$ cat src/rtl/spw_ds_tx.sv
// SpaceWire data-strobe transmitter: serialises NULL/FCT/N-char/time-code units onto Do/So
// and tracks the N-char credit granted by received FCTs.
module spw_ds_tx #(
  parameter int unsigned DIV        = 10,
  parameter int unsigned CREDIT_MAX = 56
) (
  input  logic       gclk,
  input  logic       reset,
  input  logic       tx_en,
  input  logic       nchar_en,
  input  logic       fct_req,
  input  logic       rx_fct,
  input  logic       nchar_valid,
  input  logic [8:0] nchar_data,
  output logic       nchar_ready,
  input  logic       tick_in,
  input  logic [7:0] time_in,
  output logic       fct_sent,
  output logic [5:0] credit,
  output logic       credit_err,
  output logic       Do,
  output logic       So
);

  localparam int unsigned   DW      = $clog2(DIV);
  localparam logic [DW-1:0] DivLast = DW'(DIV - 1);

  typedef enum logic [0:0] {StIdle, StRun} state_e;

  state_e         state_q, state_d;
  logic [DW-1:0]  div_q, div_d;
  logic [3:0]     rem_q, rem_d;
  logic [12:0]    sh_q, sh_d;
  logic           do_q, do_d, so_q, so_d;
  logic           par_q, par_d;
  logic           fct_pend_q, fct_pend_d;
  logic           tick_pend_q, tick_pend_d;
  logic [7:0]     time_q, time_d;
  logic [5:0]     credit_q, credit_d;

  logic           live, boundary, sel, pick_time, pick_fct, accept;
  logic [13:0]    unit;
  logic [3:0]     unit_len;
  logic           par_next, new_bit, emit;
  logic [6:0]     sum;

  always_comb begin
    live        = tx_en & ~reset;
    boundary    = (state_q == StIdle) || ((div_q == DivLast) && (rem_q == 4'd0));
    sel         = live & boundary;
    pick_time   = sel & tick_pend_q & nchar_en;
    pick_fct    = sel & ~pick_time & fct_pend_q;
    nchar_ready = sel & nchar_en & ~tick_pend_q & ~fct_pend_q & (credit_q != 6'd0);
    accept      = nchar_ready & nchar_valid;
    fct_sent    = pick_fct;

    // unit[i] is the i-th bit on the line; NULL's FCT parity is 0 since ESC data bits cancel.
    unit     = {6'b0, 1'b0, 1'b0, 1'b1, 1'b0, 1'b1, 1'b1, 1'b1, par_q};
    unit_len = 4'd8;
    par_next = 1'b0;
    if (pick_time) begin
      unit     = {time_q, 1'b0, 1'b1, 1'b1, 1'b1, 1'b1, par_q};
      unit_len = 4'd14;
      par_next = ^time_q;
    end else if (pick_fct) begin
      unit     = {10'b0, 1'b0, 1'b0, 1'b1, par_q};
      unit_len = 4'd4;
    end else if (accept) begin
      if (!nchar_data[8]) begin
        unit     = {4'b0, nchar_data[7:0], 1'b0, ~par_q};
        unit_len = 4'd10;
        par_next = ^nchar_data[7:0];
      end else begin
        unit     = {10'b0, nchar_data[0], ~nchar_data[0], 1'b1, par_q};
        unit_len = 4'd4;
        par_next = 1'b1;
      end
    end

    sum        = {1'b0, credit_q} + (rx_fct ? 7'd8 : 7'd0) - {6'b0, accept};
    credit_err = live & rx_fct & (sum > 7'(CREDIT_MAX));

    state_d     = state_q;
    div_d       = div_q;
    rem_d       = rem_q;
    sh_d        = sh_q;
    do_d        = do_q;
    so_d        = so_q;
    par_d       = par_q;
    fct_pend_d  = fct_pend_q;
    tick_pend_d = tick_pend_q;
    time_d      = time_q;
    credit_d    = credit_q;
    new_bit     = 1'b0;
    emit        = 1'b0;

    if (!live) begin
      state_d     = StIdle;
      div_d       = '0;
      rem_d       = '0;
      sh_d        = '0;
      do_d        = 1'b0;
      so_d        = 1'b0;
      par_d       = 1'b0;
      fct_pend_d  = 1'b0;
      tick_pend_d = 1'b0;
      time_d      = '0;
      credit_d    = '0;
    end else begin
      fct_pend_d  = (fct_pend_q & ~pick_fct) | fct_req;
      tick_pend_d = (tick_pend_q & ~pick_time) | tick_in;
      if (tick_in) time_d = time_in;
      // An overflowing FCT is dropped, but a simultaneous acceptance still consumes credit.
      credit_d = credit_err ? (credit_q - {5'b0, accept}) : sum[5:0];
      if (sel) begin
        new_bit = unit[0];
        sh_d    = unit[13:1];
        rem_d   = unit_len - 4'd1;
        par_d   = par_next;
        div_d   = '0;
        state_d = StRun;
        emit    = 1'b1;
      end else if (div_q == DivLast) begin
        new_bit = sh_q[0];
        sh_d    = sh_q >> 1;
        rem_d   = rem_q - 4'd1;
        div_d   = '0;
        emit    = 1'b1;
      end else begin
        div_d = div_q + DW'(1);
      end
    end

    if (emit) begin
      do_d = new_bit;
      so_d = (new_bit == do_q) ? ~so_q : so_q;
    end
  end

  always_ff @(posedge gclk) begin
    if (reset) begin
      state_q     <= StIdle;
      div_q       <= '0;
      rem_q       <= '0;
      sh_q        <= '0;
      do_q        <= 1'b0;
      so_q        <= 1'b0;
      par_q       <= 1'b0;
      fct_pend_q  <= 1'b0;
      tick_pend_q <= 1'b0;
      time_q      <= '0;
      credit_q    <= '0;
    end else begin
      state_q     <= state_d;
      div_q       <= div_d;
      rem_q       <= rem_d;
      sh_q        <= sh_d;
      do_q        <= do_d;
      so_q        <= so_d;
      par_q       <= par_d;
      fct_pend_q  <= fct_pend_d;
      tick_pend_q <= tick_pend_d;
      time_q      <= time_d;
      credit_q    <= credit_d;
    end
  end

  assign Do     = do_q;
  assign So     = so_q;
  assign credit = credit_q;

endmodule

$ cat config.mk
export PLATFORM = sky130hd
export DESIGN_NAME = spw_ds_tx
export DESIGN_NICKNAME = d
export VERILOG_FILES = /design/src/rtl/spw_ds_tx.sv
export SDC_FILE = /design/constraint.sdc
export NUM_CORES = 1
export LEC_CHECK = 0
export BUFFER_PORTS_ARGS = -buffer_cell sky130_fd_sc_hd__buf_4
export CAP_MARGIN = 20
export CELL_PAD_IN_SITES_DETAIL_PLACEMENT = 1
export CELL_PAD_IN_SITES_GLOBAL_PLACEMENT = 1
export CORE_MARGIN = 5
export CORE_UTILIZATION = 42
export DETAILED_ROUTE_END_ITERATION = 8
export PLACE_DENSITY_LB_ADDON = 0.15
export SYNTH_ARGS = -nofsm -noshare
export SYNTH_HDL_FRONTEND = slang
export SYNTH_SLANG_ARGS = --single-unit
export TNS_END_PERCENT = 1
$ cat constraint.sdc
create_clock -name gclk -period 5 [get_ports gclk]
set_clock_uncertainty 0.05 [all_clocks]
set_input_delay 0.5 -clock gclk [delete_from_list [all_inputs] [get_ports gclk]]
set_output_delay 0.5 -clock gclk [all_outputs]
set_load 0.1 [all_outputs]
### Yosys cells after proc, flatten, opt, wreduce, memory -nomap -nowiden

Cells that the tools add are included.

* output and inout port bits: 11
* register bits after elaboration: 41
* logic and storage cells: 87

* $add $sub $neg: 6
* order comparisons: 1
* mux-type cells: 28
* bitwise operators: 27
* reduce and logical (&&, ||, !) cells: 10
* equal/unequal tests: 4

Operator list (count)
* two-way mux 10 bit: 3
* two-way mux 4 bit: 7
* two-way mux 13 bit: 2
* parity 8 bit: 2
* bitwise AND 1 bit: 15
* two-way mux 1 bit: 14
* two-way mux 14 bit: 1
* NOT 1 bit: 10
* subtractor 4 x 1 -> 4 bit (second input constant): 2
* adder 6 x 4 -> 7 bit: 1
* greater-than comparator 7 x 6 -> 1 bit (second input constant): 1
* subtractor 7 x 1 -> 7 bit: 1
* two-way mux 6 bit: 1
* nonzero test 6 bit: 1
* subtractor 6 x 1 -> 6 bit: 1
* adder 4 x 1 -> 4 bit (second input constant): 1
* == test 4 bit (second input constant): 1
* zero test 4 bit: 1
* inequality test 2 x 1 -> 1 bit (second input constant): 2
* OR reduction 4 bit: 1
* bitwise OR 1 bit: 2
* AND reduction 2 bit: 1
* nonzero test 2 bit: 1
* OR reduction 2 bit: 1
* other kinds (3): 3

### Longest topological paths before layout

* depth after elaboration: 17
* mapped depth: 18
* depth with buffers taken out: 17

### Worst setup path after synthesis

Ideal clock, no wire load.

* kind: flip-flop to output port
* start: register credit_q[5] (netlist: credit[5])
* end: output credit_err
* required time: 4.450 ns
* data arrival time: 4.328 ns
* stages on the path, launching flop included: 17
* path slack: 0.122 ns
* path through: dfxtp_1 -> inv_1 -> ha_1 -> a211oi_1 -> nand2_1 -> nor2_1 -> ha_1 -> inv_1 -> ha_1 -> inv_1 -> fa_1 -> nor2b_1 -> o21a_1 -> or3_1 -> a2111oi_0 -> o211ai_1 -> inv_1

* longest elaborated chain between the ends: 6
* elaborated cells between the ends (all ways): 7
* those cells by class: add/sub: 2; order compare: 1; bitwise: 3; reduce/logical: 1

Ends and longest elaborated chain
* start: declaration: RTL line 39 `logic [5:0] credit_q, credit_d;`
* start signal: assignment: RTL line 164 `credit_q <= credit_d;`
* parallel branches: the longest is 3 deep, another holds adder 6 x 4 -> 7 bit
* subtractor 7 x 1 -> 7 bit (*): RTL line 80 `sum = {1'b0, credit_q} + (rx_fct ? 7'd8 : 7'd0) - {6'b0, accept};`
* greater-than comparator 7 x 6 -> 1 bit (*): RTL line 81 `credit_err = live & rx_fct & (sum > 7'(CREDIT_MAX));`
* bitwise AND 1 bit (*): RTL line 81
* end: declaration: RTL line 20 `output logic credit_err,`

Every way passes the cells marked *.

### Worst setup path in the final report

Ends and elaborated chain as after synthesis.

==> metrics <==
met3 Track Usage GR=3.842%; total grt overflow=0; CTS H-Tree Depth=2; 1st-iter DRT viols=77; Area Overhead vs Synth=18.85%; CP required=4.45 ns; gpl congestion=0.8226; post-CTS setup buffer count=0; P_leak=1.226 nW; Die Span Y=85.75 um; Tmin final=4.532 ns; Syn Area/Cell=8.397 um2; Rows=27; drc violations=0; slowest stage delay, CP=0.42 ns; post-CTS sizing=0; RSZ-0062 raised after global routing=false; total CTS buffers=5; global-route met1 utilization=24.66%; Post-DRT Antenna Nets=0; critical path buffer and inverter count=5; vias per cell=5.565; first-pass GRT wire length=11.05 mm; all-layer global routing usage=18.58%; status=finished, final reports clean; # hold bufs at CTS=0; leading cell types in the layout, fill and taps excluded=dfxtp_1 (41), buf_4 (39), nand2_1 (32), nor2_1 (31); Power Dens Cells=280.9 mW/mm2; layout cell share with drive strength beyond 1=17.18%; instance count of the mapped netlist=287; Worst Setup Start Kind=flop; crit end category=output pin; Crit-path slowest cell=a2111oi_0; ys flop type=dfxtp_1; worst-path cell chain=inv_1, ha_1, a211oi_1, nand2_1, nor2_1, ha_1, inv_1, ha_1, inv_1, fa_1, nor2b_1, o21a_1, or3_1, a2111oi_0, o211ai_1, inv_1, buf_4; die width=85.75 um; clock latency at the later pin of the worst-skew pair=0.29 ns; fin worst setup slack=0.4678 ns; Final Routed Wirelength=6.547 mm; setup-violating endpoint count in the final report=0; sequential element share of the synthesized area=34.06%; clk sink count=41; P_sw=0.0002577 W; pin count of the biggest net entering global routing=33; Stages on worst setup path=17; FMAX=220.6 MHz; DP Worst Slack=0.8016 ns; vias in the first global route=2,307; crit-path max FO=5; full die area=0.007352 mm2; Mapped Area=0.002410 mm2; area occupied by multi-input gates=0.001484 mm2; Final Net Count=364; R2R cell count=16; clock root cell=clkbuf_8; I/O Buffers=35; Hold Crit Depth=3; switching share of total power=32.03%; Clock Power Share=29.9%; #FFs+latches synth=41; Max-Cap Viols=0; ys async rst share=0%; Most Used Layer, Global Route=met2; worst hold path type=primary input to flop; Final Hold Vio Count=0; syn_nets=326; number of synthesized flops with an enable pin=0; kind of critical path=flop to output pin; Final Max Tran Viols=0; Detailed Routing Iterations Pass 1=5; crit share post-route=90.64%; Distinct cells, synth=50; Starting Density=43.50%; setup_tns=0 ns; met2 usage=31.29%; antenna violations before repair=0; most used cell, CP=inv_1; max_slew headroom=32.21%; P_int=0.0005467 W; Logic pwr share=26.0%; vias=2,215; number of diodes=0; Register Area=820.8 um2; clock transition at the registers of the reported paths=0.08 ns; worst-margin pin slew=1.013 ns; fillers=684; CORE AREA=0.005540 mm2; clock buffer depth=2; most common cell after layout, fill and taps aside=dfxtp_1; TritonCTS clock tree=built; Ys Warns=0; Max IR drop VDD=0.0001450 V; WL per Instance=16.45 um; critical path's top delay family=compound AO/OA/AOI/OAI gates; Detailed Place HPWL=5.040 mm; Reg power frac=44.0%; io pins=36; critical path arrival=3.98 ns
## tightest hold or removal path, cell delays in order
cell and delay, ns:
buf_4 0.08, a21oi_1 0.03, nor2_1 0.06
## final cells by class
| cell class | instances | share of cell area (%) |
|---|---|---|
| Multi-Input combinational cell | 218 | 51.81 |
| Sequential cell | 41 | 28.66 |
| Timing Repair Buffer | 39 | 10.22 |
| Clock buffer | 7 | 3.364 |
| Tap cell | 72 | 3.145 |
| Inverter | 20 | 2.621 |
| Clock inverter | 1 | 0.1747 |
## final timing paths
path                                            from                     to  slack (ns)
worst max-delay path            credit[5]$_SDFF_PP0_             credit_err        0.47
worst min-delay path                         fct_req  fct_pend_q$_SDFF_PP0_        0.37
worst max register to register  credit[5]$_SDFF_PP0_   credit[2]$_SDFF_PP0_        1.22
worst min register to register  sh_q[6]$_SDFFE_PP0P_   sh_q[6]$_SDFFE_PP0P_        0.40
## metal layers
layer	share of wire, %	vias to the layer above
li1	-	1097
met1	49	1079
met2	47	35
met3	3.4	4
met4	0.66	0
met5	0	-
## synth_stat cells, types with 3 or more instances
library cell	instances	area, um2
a211oi_1	6	45.04
a21o_1	5	37.54
a21oi_1	19	95.09
a221oi_1	4	35.03
a222oi_1	3	30.03
clkbuf_1	6	22.52
dfxtp_1	41	820.8
ha_1	13	162.7
inv_1	19	71.32
mux2i_1	12	120.1
nand2_1	32	120.1
nand3_1	4	20.02
nor2_1	31	116.4
nor2b_1	3	18.77
nor3_1	7	35.03
o2111ai_1	3	26.28
o211ai_1	3	22.52
o21ai_0	12	60.06
xnor2_1	18	157.7
xor2_1	5	43.79
## sequential cells by signal (all words and copies together) (netlist names), 4 cells and up
register and cells:
rem_q 4, sh_q 13, div_q 4, credit 6, time_q 8
## metrics by stage
stage	util [%]	cells	power, W	hold slack [ns]	area, um2
after floorplan	-	287	0.0005105	0.3819	2410
after global placement	49.86	390	0.0005658	0.3949	2763
after detailed placement	49.86	390	0.0005702	0.3961	2763
after CTS	51.69	398	0.0008112	0.3681	2864
after global routing	51.69	398	0.0008453	0.3781	2864
final	51.69	398	0.0008044	0.3706	2864
## cells by family (layout without fill, tap and decap cells)
logic type                 count (synthesis)  count (layout)  synth area share (%)
xor gates and xnor gates                  23              23                 8.359
and+or+nand+nor                           97              97                 19.68
DFF                                       41              41                 34.06
muxes                                     14              14                 5.919
buffers and inverters                     28              67                 4.361
AOI/OAI and AO/OA                         70              70                 20.04
adders and majority gates                 14              14                 7.581
## power by group through the flow
| stage | Clock [W] | Sequential, W | Combinational [W] |
|---|---|---|---|
| floorplan | 0 | 0.000385 | 0.000125 |
| global placement | 0 | 0.000361 | 0.000204 |
| detailed placement | 0 | 0.000362 | 0.000208 |
| CTS | 0.000247 | 0.000354 | 0.000210 |
| global route | 0.000261 | 0.000357 | 0.000227 |
| finish | 0.000241 | 0.000354 | 0.000209 |
(Power assumes the default switching activity.)
